## config.mk

```make
export PLATFORM = sky130hd
export DESIGN_NAME = carry_normalizer
export DESIGN_NICKNAME = d
export VERILOG_FILES = /design/src/rtl/carry_normalizer.sv
export SDC_FILE = /design/constraint.sdc
export NUM_CORES = 1
export LEC_CHECK = 0
export ABC_CLOCK_PERIOD_IN_PS = 25800
export BUFFER_PORTS_ARGS = -buffer_cell sky130_fd_sc_hd__buf_2
export CAP_MARGIN = 0
export CORE_UTILIZATION = 55
export CTS_CLUSTER_DIAMETER = 200
export DETAILED_ROUTE_END_ITERATION = 8
export PLACE_DENSITY = 0.82
export SLEW_MARGIN = 5
export SYNTH_ARGS = -nofsm -noshare
export SYNTH_HDL_FRONTEND = slang
export SYNTH_SLANG_ARGS = --single-unit
```

## constraint.sdc

```tcl
create_clock -name clk -period 25.8 [get_ports clk]
set_clock_uncertainty 0.2 [all_clocks]
set_input_delay 7.74 -clock clk [delete_from_list [all_inputs] [get_ports clk]]
set_output_delay 7.74 -clock clk [all_outputs]
set_load 0.05 [all_outputs]
```

## src/rtl/carry_normalizer.sv

```systemverilog
// Carry-propagation stage for the FFT big-number multiplier: resolves raw
// convolution coefficients LSD-first into decimal digits plus overflow/error flags.
module carry_normalizer #(
    parameter int N_COEF = 8,
    parameter int COEF_W = 32,
    parameter int DIG_W  = 32
) (
    input  logic                       clk,
    input  logic                       rst_n,
    input  logic                       in_valid,
    output logic                       in_ready,
    input  logic [N_COEF*COEF_W-1:0]   in_coef,
    output logic                       out_valid,
    input  logic                       out_ready,
    output logic [N_COEF*DIG_W-1:0]    out_digit,
    output logic                       out_ovf,
    output logic                       out_err
);

    localparam int IDX_W = $clog2(N_COEF);
    localparam logic [IDX_W-1:0] LAST_IDX = IDX_W'(N_COEF - 1);
    localparam logic signed [COEF_W:0] TEN = (COEF_W+1)'(10);

    localparam logic [1:0] IDLE = 2'd0;
    localparam logic [1:0] RUN  = 2'd1;
    localparam logic [1:0] DONE = 2'd2;

    typedef struct packed {
        logic signed [COEF_W:0] q;
        logic signed [COEF_W:0] r;
    } divmod_t;

    // Negative partial sums resolve to digit 0 with no carry; the error flag covers them.
    function automatic divmod_t divmod10(input logic signed [COEF_W:0] s);
        divmod_t res;
        if (s < 0) begin
            res.q = '0;
            res.r = '0;
        end else begin
            res.q = s / TEN;
            res.r = s % TEN;
        end
        return res;
    endfunction

    logic [1:0]               state;
    logic [IDX_W-1:0]         idx;
    logic signed [COEF_W:0]   carry;
    logic                     err_acc;
    logic                     ovf_r;
    logic                     err_r;
    logic signed [COEF_W-1:0] coef_r [N_COEF];
    logic [DIG_W-1:0]         work   [N_COEF];
    logic [DIG_W-1:0]         dig_r  [N_COEF];

    logic                     accept;
    logic                     in_neg;
    logic signed [COEF_W:0]   sum;
    divmod_t                  dm;
    logic [DIG_W-1:0]         new_digit;

    assign in_ready  = (state == IDLE);
    assign out_valid = (state == DONE);
    assign out_ovf   = ovf_r;
    assign out_err   = err_r;
    assign accept    = in_valid & in_ready;

    always_comb begin
        in_neg = 1'b0;
        for (int k = 0; k < N_COEF; k++) begin
            in_neg = in_neg | in_coef[(N_COEF-1-k)*COEF_W + COEF_W-1];
        end
    end

    always_comb begin
        sum       = {coef_r[idx][COEF_W-1], coef_r[idx]} + carry;
        dm        = divmod10(sum);
        new_digit = DIG_W'(dm.r);
    end

    always_comb begin
        out_digit = '0;
        for (int k = 0; k < N_COEF; k++) begin
            out_digit[(N_COEF-1-k)*DIG_W +: DIG_W] = dig_r[k];
        end
    end

    // Control and visible outputs: cleared by reset.
    always_ff @(posedge clk or negedge rst_n) begin
        if (!rst_n) begin
            state   <= IDLE;
            idx     <= '0;
            carry   <= '0;
            err_acc <= 1'b0;
            ovf_r   <= 1'b0;
            err_r   <= 1'b0;
            for (int k = 0; k < N_COEF; k++) dig_r[k] <= '0;
        end else begin
            case (state)
                IDLE: begin
                    if (accept) begin
                        idx     <= LAST_IDX;
                        carry   <= '0;
                        err_acc <= in_neg;
                        state   <= RUN;
                    end
                end
                RUN: begin
                    carry <= dm.q;
                    if (idx == '0) begin
                        ovf_r    <= (dm.q != 0);
                        err_r    <= err_acc;
                        dig_r[0] <= new_digit;
                        for (int k = 1; k < N_COEF; k++) dig_r[k] <= work[k];
                        state    <= DONE;
                    end else begin
                        idx <= idx - 1'b1;
                    end
                end
                DONE: begin
                    if (out_ready) state <= IDLE;
                end
                default: state <= IDLE;
            endcase
        end
    end

    // Working data: no reset needed, qualified by the FSM.
    always_ff @(posedge clk) begin
        if (accept) begin
            for (int k = 0; k < N_COEF; k++) begin
                coef_r[k] <= in_coef[(N_COEF-1-k)*COEF_W +: COEF_W];
            end
        end
        if (state == RUN) work[idx] <= new_digit;
    end

endmodule

```

==> reports/qor.txt, run 1 <==
status -> complete, no violations
hold depth -> 2
Clk Latency, worst-skew pair -> 0.65 ns
register bit count reported by yosys -> 777
DRC violations left -> 0
Die Span Y -> 258 um
global-route wire length before repair -> 158000 um
Finish-stage setup viols -> 0
dpl ws -> 6.31 ns
fin crit period -> 19.83 ns
required time of the critical path -> 25.95 ns
ys async rst share -> 38.2%
CORE AREA -> 0.0646 mm^2
total routed wirelength -> 105000 um
sequential share of the synthesized area -> 60.6%
Inst Count DP -> 4420
layout cells sized above 1 -> 22.3%
delay of the slowest critical-path stage -> 0.87 ns
Sequential cell area -> 0.0219 mm^2
drt first-iter violations -> 3475
Crit-path slowest cell -> xnor2_1
Antenna Violating Nets Remaining -> 0
initial antenna violation count -> 6
Max clock buf depth -> 3
CP Depth -> 51
final core occ -> 64.9%
Netlist cell types -> 115
Crit path top cell by count -> xnor2_1
routed vias/inst -> 6.12
clock sink total -> 777
TritonCTS clock tree -> yes
num rows -> 93
Hold WC Path Type -> reg2reg
area grow syn2layout -> 16.3%
Final WS setup -> 5.97 ns
post-CTS setup buffer count -> 0
RSZ-0062 raised after global routing -> false
TritonRoute pass-1 iters -> 6
commonest non-fill, non-tap cell in the layout -> nand2_1
Bufs and invs on worst path -> 3
hold path start -> work[2][6]$_DFFE_PP_
Finished Layout Cells -> 4568
Final #Nets -> 3944
area occupied by multi-input gates -> 0.0135 mm^2
Slew HR -> 18.0%
r2r startpoint -> idx[0]$_DFFE_PN0P_
Clock Tree Root -> clkbuf_16
syn avg cell area -> 11.3 um^2
Routed wire per std cell -> 23.0 um
FF-to-FF path depth -> 51
Max Clock Freq -> 50.4 MHz
global route total overflow -> 0
Final period util -> 76.9%
Post-synth EDFFs -> 480
Horiz. Die Dim -> 258 um
Max Cap Viol -> 0
Clock Pin Slew Worst Setup and Hold Paths -> 0.06 ns
synthesized area -> 0.0361 mm^2
WS Path Type -> reg2reg
crit end category -> register
post_cts resized -> 0
final RePlAce weighted congestion -> 0.956
H-Tree Depth -> 3
commonest register cell after synthesis -> edfxtp_1
Post-Syn Nets -> 3479
Crit path max-delay family -> compound AO/OA/AOI/OAI gates
final hold violations -> 0
YS warnings -> 0
Layout fillers -> 4669
global-route usage over all layers -> 31.2%
largest net degree at the start of global routing -> 157
IO Port Bufs -> 519
Worst Tran Pin Value -> 1.23 ns
Initial Utilization -> 55.9%
setup TNS -> 0 ns
Boundary Pins -> 520
Vias -> 27900
Synth Instances -> 3179
hold-fix buffers at CTS -> 0
cts bufs inserted -> 77
HPWL Detailed -> 73800 um
die area -> 0.0666 mm^2
Final Max Tran Viols -> 0
vias in the first global route -> 26600
reg-to-reg slack, setup -> 5.97 ns
worst reg2reg endpoint -> work[1][27]$_DFFE_PP_
hold endpoint -> out_digit[166]$_DFFE_PN0P_
critical path data arrival time -> 19.98 ns
most frequent cells in the layout -> 967 x nand2_1, 518 x buf_2, 480 x edfxtp_1
startpoint types -> register
worst-path fanout max -> 47
==> worst max path at each step <==
stage | startpoint | endpoint
after floorplan | idx[0]$_DFFE_PN0P_ | work[1][12]$_DFFE_PP_
after global placement | idx[0]$_DFFE_PN0P_ | work[7][27]$_DFFE_PP_
after detailed placement | idx[0]$_DFFE_PN0P_ | work[4][27]$_DFFE_PP_
after CTS | idx[0]$_DFFE_PN0P_ | work[1][27]$_DFFE_PP_
after global routing | idx[0]$_DFFE_PN0P_ | work[7][27]$_DFFE_PP_
final | idx[0]$_DFFE_PN0P_ | work[1][27]$_DFFE_PP_
==> cells in the mapped netlist, types with 39 or more instances <==
| master | count | area (um^2) |
|---|---|---|
| mux4_2 | 64 | 1440 |
| o21ai_0 | 81 | 405 |
| edfxtp_1 | 480 | 14400 |
| nand2_1 | 967 | 3630 |
| clkbuf_1 | 122 | 458 |
| nor3_1 | 53 | 265 |
| nand3_1 | 55 | 275 |
| dfrtp_1 | 297 | 7430 |
| xnor2_1 | 52 | 455 |
| nor2_1 | 142 | 533 |
| ha_1 | 39 | 488 |
| a21oi_1 | 104 | 521 |
| nand4_1 | 39 | 244 |
==> kinds of logic after synthesis <==
kind of cell,after synthesis,share of synthesized area [%]
xor gates and xnor gates,83,2.04
AOI/OAI and AO/OA,576,12.0
adders and majority gates,42,1.46
DFF,777,60.6
and+or+nand+nor,1424,17.2
muxes,82,4.50
buffers and inverters,195,2.21
==> layer usage <==
layer  vias to the layer above  global-route usage [%]  wire length [um]
met5                         -                       0                28
met4                         4                    16.2              6040
met3                       262                    6.14              9670
met2                      1574                    49.5             49100
met1                     13500                    40.9             40400
li1                      12600                       -                 -
==> state kept, by name, summed over array words and instances (netlist names), 2 cells and up <==
register   cells
carry         33
coef_r       256
idx            3
out_digit    256
state          2
work         224
==> worst reg2reg max path, delay by kind of cell (launching register included) <==
kind | cells | cell delay [ns]
xor gates and xnor gates | 5 | 2.15
adders and majority gates | 2 | 0.66
muxes | 3 | 1.47
and+or+nand+nor | 12 | 3.85
buffers and inverters | 3 | 1.19
AOI/OAI and AO/OA | 26 | 9.22
DFF | 1 | 0.82
==> stage by stage <==
stage | area (um^2) | hold slack [ns]
6_report | 41900 | 0.235
5_1_grt | 41900 | 0.248
4_1_cts | 41900 | 0.237
3_5_place_dp | 39400 | 0.221
3_3_place_gp | 39400 | 0.216
2_1_floorplan | 36100 | 0.215
==> layout make-up <==
type / instances / area share (%)
Sequential cell: 777 / 52.1
Antenna cell: 5 / 0.0298
Multi-Input combinational cell: 2207 / 32.2
Inverter: 26 / 0.233
Timing Repair Buffer: 555 / 6.89
Clock buffer: 102 / 4.91
Tap cell: 855 / 2.55
Clock inverter: 41 / 1.04
Power of run 1 is left out: the tool's default activity adds up to more than one toggle a clock period on the data nets, which glitch-free logic cannot reach.
==> run 2, diff against run 1 <==
- ABC_CLOCK_PERIOD_IN_PS: 25800 -> 16000
- CORE_UTILIZATION: 55 -> 52
- PLACE_DENSITY: 0.82 -> 0.81
- clock period: 25.8 -> 16 ns (I/O delays scaled with it)
==> run 2 against run 1 <==
  * Die area increased by 5.7%
  * Via count increased by 3.2%
  * Sequential cell count unchanged
  * Setup slack got worse by 5.2 ns
==> reports/qor.txt, run 2 (synthesized netlist as in run 1, its figures left out) <==
Crit path top cell by count -> buf_4
Clk Latency, worst-skew pair -> 0.66 ns (about the same)
total routed wirelength -> 108000 um (+3.0%)
Max clock buf depth -> 3 (unchanged)
delay of the slowest critical-path stage -> 0.57 ns (-0.30 ns)
Max Cap Viol -> 0 (unchanged)
initial antenna violation count -> 4 (-2)
Boundary Pins -> 520 (unchanged)
Clock Tree Root -> clkbuf_16
critical path data arrival time -> 15.36 ns (-4.62 ns)
crit end category -> register
WS Path Type -> reg2reg
clock sink total -> 777 (unchanged)
Clock Pin Slew Worst Setup and Hold Paths -> 0.06 ns (about the same)
global route total overflow -> 0 (unchanged)
global-route wire length before repair -> 161000 um (+2.3%)
worst-path fanout max -> 20 (-57%)
commonest non-fill, non-tap cell in the layout -> nand2_1
Layout fillers -> 5040 (+7.9%)
Sequential cell area -> 0.0219 mm^2 (unchanged)
Finish-stage setup viols -> 0 (unchanged)
drt first-iter violations -> 3162 (-9.0%)
die area -> 0.0704 mm^2 (+5.7%)
vias in the first global route -> 27300 (+2.8%)
layout cells sized above 1 -> 26.9% (+4.6 points)
Final #Nets -> 4102 (+4.0%)
Hold WC Path Type -> reg2reg
hold-fix buffers at CTS -> 0 (unchanged)
area grow syn2layout -> 21.3%
global-route usage over all layers -> 30.0% (-1.2 points)
Bufs and invs on worst path -> 11 (+8)
routed vias/inst -> 6.00 (-1.8%)
Max Clock Freq -> 65.7 MHz (+30%)
most frequent cells in the layout -> 966 x nand2_1, 518 x buf_2, 480 x edfxtp_1
Horiz. Die Dim -> 265 um (+2.8%)
HPWL Detailed -> 75100 um (+1.7%)
area occupied by multi-input gates -> 0.0139 mm^2 (+2.6%)
Routed wire per std cell -> 22.6 um (-2.0%)
final hold violations -> 0 (unchanged)
final RePlAce weighted congestion -> 0.913 (-4.5%)
Initial Utilization -> 52.6% (-3.3 points)
largest net degree at the start of global routing -> 112 (-29%)
final core occ -> 63.8% (-1.1 points)
Top Usage Layer GRT -> met2
Slew HR -> 14.9% (-3.1 points)
grt met2 use -> 47.9% (-1.6 points)
Finished Layout Cells -> 4802 (+5.1%)
startpoint types -> register
Antenna Violating Nets Remaining -> 0 (unchanged)
num rows -> 96 (+3.2%)
Final Max Tran Viols -> 0 (unchanged)
fin crit period -> 15.23 ns (-4.60 ns)
IO Port Bufs -> 519 (unchanged)
TritonRoute pass-1 iters -> 6 (unchanged)
Final period util -> 95.2% (+18 points)
Die Span Y -> 265 um (+2.8%)
met3 GRT Util -> 5.12% (-1.0 points)
TritonCTS clock tree -> yes
grt met1 use -> 40.1% (-0.77 points)
cts bufs inserted -> 78 (+1.3%)
DRC violations left -> 0 (unchanged)
Worst Tran Pin Value -> 1.27 ns (+0.0400 ns)
required time of the critical path -> 16.13 ns (-9.82 ns)
Inst Count DP -> 4634 (+4.8%)
status -> complete, no violations
CORE AREA -> 0.0686 mm^2 (+6.2%)
H-Tree Depth -> 3 (unchanged)
Crit path max-delay family -> compound AO/OA/AOI/OAI gates
Crit-path slowest cell -> or4_4
Vias -> 28800 (+3.2%)
-- run 2: layer usage --
layer | vias up | routed length [um]
met3 | 251 | 9970
met1 | 14000 | 42300
met5 | - | 10
li1 | 12900 | -
met4 | 2 | 5270
met2 | 1718 | 50900
-- run 2: per-stage QoR --
| step | hold slack (ns) | setup WS, ns | setup TNS, ns | cell area (um^2) |
|---|---|---|---|---|
| 2_1_floorplan | 0.215 | 0.535 | 0 | 36100 |
| 5_1_grt | 0.244 | -0.0643 | -1.53 | 43800 |
| 3_3_place_gp | 0.216 | 0.178 | 0 | 40600 |
| 6_report | 0.207 | 0.771 | 0 | 43800 |
| 3_5_place_dp | 0.221 | -0.0669 | -1.13 | 40600 |
| 4_1_cts | 0.209 | 0.0592 | 0 | 43200 |
-- run 2: path summary, 6_finish.rpt --
check	cells after the start	start	slack [ns]	to
hold reg to reg	2	work[2][9]$_DFFE_PP_	0.21	out_digit[169]$_DFFE_PN0P_
setup / recovery	60	idx[0]$_DFFE_PN0P_	0.77	work[2][12]$_DFFE_PP_
max in group asynchronous	4	rst_n	8.97	out_digit[172]$_DFFE_PN0P_
hold / removal	2	work[2][9]$_DFFE_PP_	0.21	out_digit[169]$_DFFE_PN0P_
setup reg to reg	60	idx[0]$_DFFE_PN0P_	0.77	work[2][12]$_DFFE_PP_
min in group asynchronous	1	rst_n	3.88	out_digit[1]$_DFFE_PN0P_
-- run 2: cell type report --
cell class	instances	share of cell area, %
antenna	4	0.0229
sequential	777	49.9
inverter	26	0.223
multi-input combinational	2207	31.7
clock inverter	39	1.06
clock buffer	106	4.89
tap	931	2.66
timing repair buffer	712	9.50
-- run 2: what timing repair did --
item	CTS	global route
resized for setup	4	70
pin swaps	0	8
cloned	0	0
setup buffers	0	19
setup endpoints to repair	28	250
-- run 2: tightest hold or removal path, cell delays in order (launching register included) --
cell and delay (ns):
edfxtp_1 0.32, nand2_1 0.05, nand2_1 0.05
Power of run 2 is left out for the same reason.
